## config.mk

```make
export PLATFORM = sky130hd
export DESIGN_NAME = fetch_unit
export DESIGN_NICKNAME = d
export VERILOG_FILES = /design/src/rtl/fetch_unit.sv
export SDC_FILE = /design/constraint.sdc
export NUM_CORES = 1
export LEC_CHECK = 0
export ABC_AREA = 1
export CAP_MARGIN = 20
export CORE_ASPECT_RATIO = 0.9
export CORE_MARGIN = 1
export CORE_UTILIZATION = 52
export CTS_CLUSTER_SIZE = 28
export DETAILED_ROUTE_END_ITERATION = 8
export GPL_TIMING_DRIVEN = 0
export PLACE_DENSITY = 0.77
export SYNTH_ARGS = -nofsm -noshare
export SYNTH_HDL_FRONTEND = slang
export SYNTH_SLANG_ARGS = --single-unit
```

## constraint.sdc

```tcl
create_clock -name clk -period 7.15 [get_ports clk]
set_input_delay 0.715 -clock clk [delete_from_list [all_inputs] [get_ports clk]]
set_output_delay 0.715 -clock clk [all_outputs]
set_load 0.05 [all_outputs]
```

## src/rtl/fetch_unit.sv

```systemverilog
// rtl/fetch_unit.sv - RV32I fetch stage: PC, credit-limited imem requests, 2-entry instruction FIFO, redirect flush
module fetch_unit #(
  parameter int mode = 32,
  parameter logic [mode-1:0] RESET_PC = '0
) (
  input  logic            clk,
  input  logic            rst_n,
  output logic            imem_req,
  output logic [mode-1:0] imem_addr,
  input  logic            imem_gnt,
  input  logic            imem_rvalid,
  input  logic [31:0]     imem_rdata,
  input  logic            redirect_valid,
  input  logic [mode-1:0] redirect_pc,
  output logic            inst_valid,
  input  logic            inst_ready,
  output logic [31:0]     instruction,
  output logic [mode-1:0] inst_pc
);

  typedef enum logic {IDLE, FETCH} state_t;

  localparam logic [mode-1:0] WORD_MASK = {{(mode-2){1'b1}}, 2'b00};

  state_t          state;
  logic [mode-1:0] pc;
  logic [1:0]      outstanding;
  logic [1:0]      drop_cnt;
  logic [1:0]      fifo_count;
  logic [mode-1:0] iq_pc [2];
  logic            iq_wr, iq_rd;
  logic [31:0]     f_inst [2];
  logic [mode-1:0] f_pc [2];
  logic            f_wr, f_rd;

  logic            pop, grant, rsp, keep;
  logic [2:0]      credit_use;

  assign inst_valid  = (fifo_count != 2'd0) & ~redirect_valid;
  assign pop         = inst_valid & inst_ready;
  // Counts a slot freed by this cycle's pop, so a full pipeline keeps one fetch per cycle.
  assign credit_use  = {1'b0, outstanding} + {1'b0, fifo_count} - {2'b00, pop};
  assign imem_req    = (state == FETCH) & ~redirect_valid & (credit_use < 3'd2);
  assign imem_addr   = pc & WORD_MASK;
  assign grant       = imem_req & imem_gnt;
  // Responses with nothing outstanding are strays from before a reset.
  assign rsp         = imem_rvalid & (outstanding != 2'd0);
  assign keep        = rsp & (drop_cnt == 2'd0) & ~redirect_valid;
  assign instruction = f_inst[f_rd];
  assign inst_pc     = f_pc[f_rd];

  always_ff @(posedge clk or negedge rst_n) begin
    if (!rst_n) begin
      state       <= IDLE;
      pc          <= RESET_PC;
      outstanding <= 2'd0;
      drop_cnt    <= 2'd0;
      fifo_count  <= 2'd0;
      iq_pc[0]    <= '0;
      iq_pc[1]    <= '0;
      iq_wr       <= 1'b0;
      iq_rd       <= 1'b0;
      f_inst[0]   <= '0;
      f_inst[1]   <= '0;
      f_pc[0]     <= '0;
      f_pc[1]     <= '0;
      f_wr        <= 1'b0;
      f_rd        <= 1'b0;
    end else begin
      state <= FETCH;

      if (redirect_valid) pc <= redirect_pc & WORD_MASK;
      else if (grant)     pc <= pc + mode'(4);

      outstanding <= outstanding + {1'b0, grant} - {1'b0, rsp};

      if (grant) begin
        iq_pc[iq_wr] <= pc;
        iq_wr        <= ~iq_wr;
      end
      if (rsp) iq_rd <= ~iq_rd;

      // Every fetch still in flight at a redirect belongs to the old path.
      if (redirect_valid)                 drop_cnt <= outstanding - {1'b0, rsp};
      else if (rsp && drop_cnt != 2'd0)   drop_cnt <= drop_cnt - 2'd1;

      if (redirect_valid) begin
        fifo_count <= 2'd0;
        f_rd       <= f_wr;
      end else begin
        if (keep) begin
          f_inst[f_wr] <= imem_rdata;
          f_pc[f_wr]   <= iq_pc[iq_rd];
          f_wr         <= ~f_wr;
        end
        if (pop) f_rd <= ~f_rd;
        fifo_count <= fifo_count + {1'b0, keep} - {1'b0, pop};
      end
    end
  end

endmodule

```

==> run metrics <==
status complete, no violations; Fin. Hold Viols 0; Die X 154 um; R2R Setup Slk 3.83 ns; DR iter-0 viols 582; Worst VDD drop 0.284 mV; total global routing overflow 0; number of global-route vias before repair 9,147; proportion of layout cells with a drive suffix above 1 0.0889; dpl cell area 0.0128 mm2; final setup fails 0; Finished Layout Cells 1,808; Mapped Cells 1,349; Clock Path Buffers 3; total wire length 27,100 um; # H-tree levels 1; Yosys Warn Count 0; synthesis-to-layout area growth 25.2%; fin crit period 4.10 ns; highest-count cells in the layout ignoring fill and taps nand2_1, dfrtp_1, clkdlybuf4s50_1, o21ai_0, inv_1; FP Rows 49; Via-to-Cell Ratio 5.20; Final ANT Viol Nets 0; Pwr Total 5.97 mW; kind of critical path in -> out; Hold/Removal Path Class in -> async; Post-synth EDFFs 0; TritonCTS clock tree built; PwrDens 440 mW/mm2; CORE AREA 0.0202 mm2; Total Routing Usage GR 0.263; CP max FO 2; IO Pins 168; TritonCTS Buffers 24; first-pass GRT wire length 45,300 um; Mapped Area 0.0108 mm2; Seq/Total Area, Yosys 0.520; RSZ-0062 raised after global routing no; Max Slew Vio Count 0; routed via count 9,400; Initial Utilization 0.537; die area 0.0214 mm2; Mean Syn Cell Area 8.03 um2; Fin Clk Skew 0.0149 ns; Clock Tree Root clkbuf_16; Worst-path clk slew 0.06 ns; flops & latches, synth 225; DR WL/cell 15.0 um; post-CTS setup buffer count 0; Leakage Power 6.69 nW; Synth Flop Type dfrtp_1; hold_buf cts 0; largest net degree at the start of global routing 127; die height 139 um; Routability Congestion 0.898; nets 1,618; Crit path arrival time 3.39 ns; post-synthesis async set-or-reset flop share 1.00; max_cap viols 0; measured slew at the worst slew-check pin 0.781 ns; CTS Sinks 225; dpl cells 1,768; antenna cells 0; cell area after layout 0.0136 mm2; Worst EP required 6.43 ns; Synth cell types 31; DRC 0; crit path capture type output port; critical path startpoint category primary input; number of I/O port buffers 160; fill cell count 1,605; Resize count post-CTS 0; Max Fclk 244 MHz; first-pass detailed-route iteration total 5; Slew Limit Headroom 0.479; most common cell after layout, fill and taps aside nand2_1; detailed placement HPWL 19,400 um; final period utilization 0.574; initial antenna violation count 0; Clock Latency Late Sink 0.51 ns
## where the power goes
group | leakage, nW | internal (mW) | switching, mW
logic | 3.41 | 0.924 | 1.76
clock network | 0.379 | 0.720 | 0.491
registers | 2.90 | 1.79 | 0.291
## cell families after synthesis
group / after synthesis / synth area share
other cells: 2 / 0.000693
fa+ha+maj: 9 / 0.0111
flops: 225 / 0.520
xor+xnor: 12 / 0.00970
simple gates: 664 / 0.241
mux: 30 / 0.0312
compound gates: 203 / 0.105
buf+inv: 204 / 0.0819
## Yosys cell counts (9+ instances only)
master | number | area [um2]
mux2_2 | 30 | 338
o21ai_0 | 149 | 746
xor2_1 | 9 | 78.8
inv_1 | 133 | 499
buf_1 | 9 | 33.8
buf_4 | 12 | 90.1
nor2_1 | 44 | 165
clkbuf_1 | 28 | 105
dfrtp_1 | 225 | 5630
buf_2 | 12 | 60.1
o21ai_1 | 20 | 100
nand2_1 | 546 | 2050
nand3_1 | 64 | 320
o21ai_2 | 30 | 263
## path summary, 6_finish.rpt
check,cells after the start,start,endpoint
max,12,inst_ready,imem_req
min,1,rst_n,f_pc[37]
max reg2reg,16,fifo_count[1],outstanding[1]
min reg2reg,2,f_pc[6],f_pc[6]
max in group asynchronous,2,rst_n,iq_pc[54]
min in group clk,2,f_pc[6],f_pc[6]
## worst max-delay path, cell delays in order
cell	delay (ns)
clkdlybuf4s50_1	0.46
nand2_1	0.13
inv_1	0.09
ha_1	0.22
inv_1	0.08
nand2_1	0.08
fa_1	0.50
nand2_1	0.09
nor2_4	0.10
nand2_1	0.06
inv_1	0.05
clkdlybuf4s50_1	0.80
## state kept, by name (all words and copies together) (netlist names)
signal,count
fifo_count,2
outstanding,2
pc,30
iq_wr,1
f_rd,1
f_inst,64
iq_pc,60
iq_rd,1
state,1
f_pc,60
f_wr,1
drop_cnt,2
## layout make-up
type	instances	area [um2]	area share
Sequential cell	225	5630	0.415
Multi-Input combinational cell	923	4330	0.319
Timing Repair Buffer	161	1630	0.120
Clock buffer	32	661	0.0487
Inverter	134	503	0.0371
Buffer	70	384	0.0283
Tap cell	255	319	0.0235
Clock inverter	8	105	0.00775
## metrics by stage
step	setup WS (ns)	utilization	hold WS, ns	TNS [ns]
floorplan	3.12	-	0.419	0
global placement	-3.95	0.633	0.460	-884.45
detailed placement	3.05	0.634	0.465	0
CTS	3.04	0.672	0.258	0
global route	2.85	0.672	0.276	0
finish	3.05	0.672	0.205	0
## per-layer routing
metal | GRT usage | up-vias | wire length [um]
met2 | 0.416 | 324 | 12400
li1 | - | 4587 | -
met1 | 0.375 | 4449 | 12500
met3 | 0.0434 | 40 | 1660
met4 | 0.0726 | 0 | 565
met5 | 0 | - | 0
(Power assumes the default switching activity.)
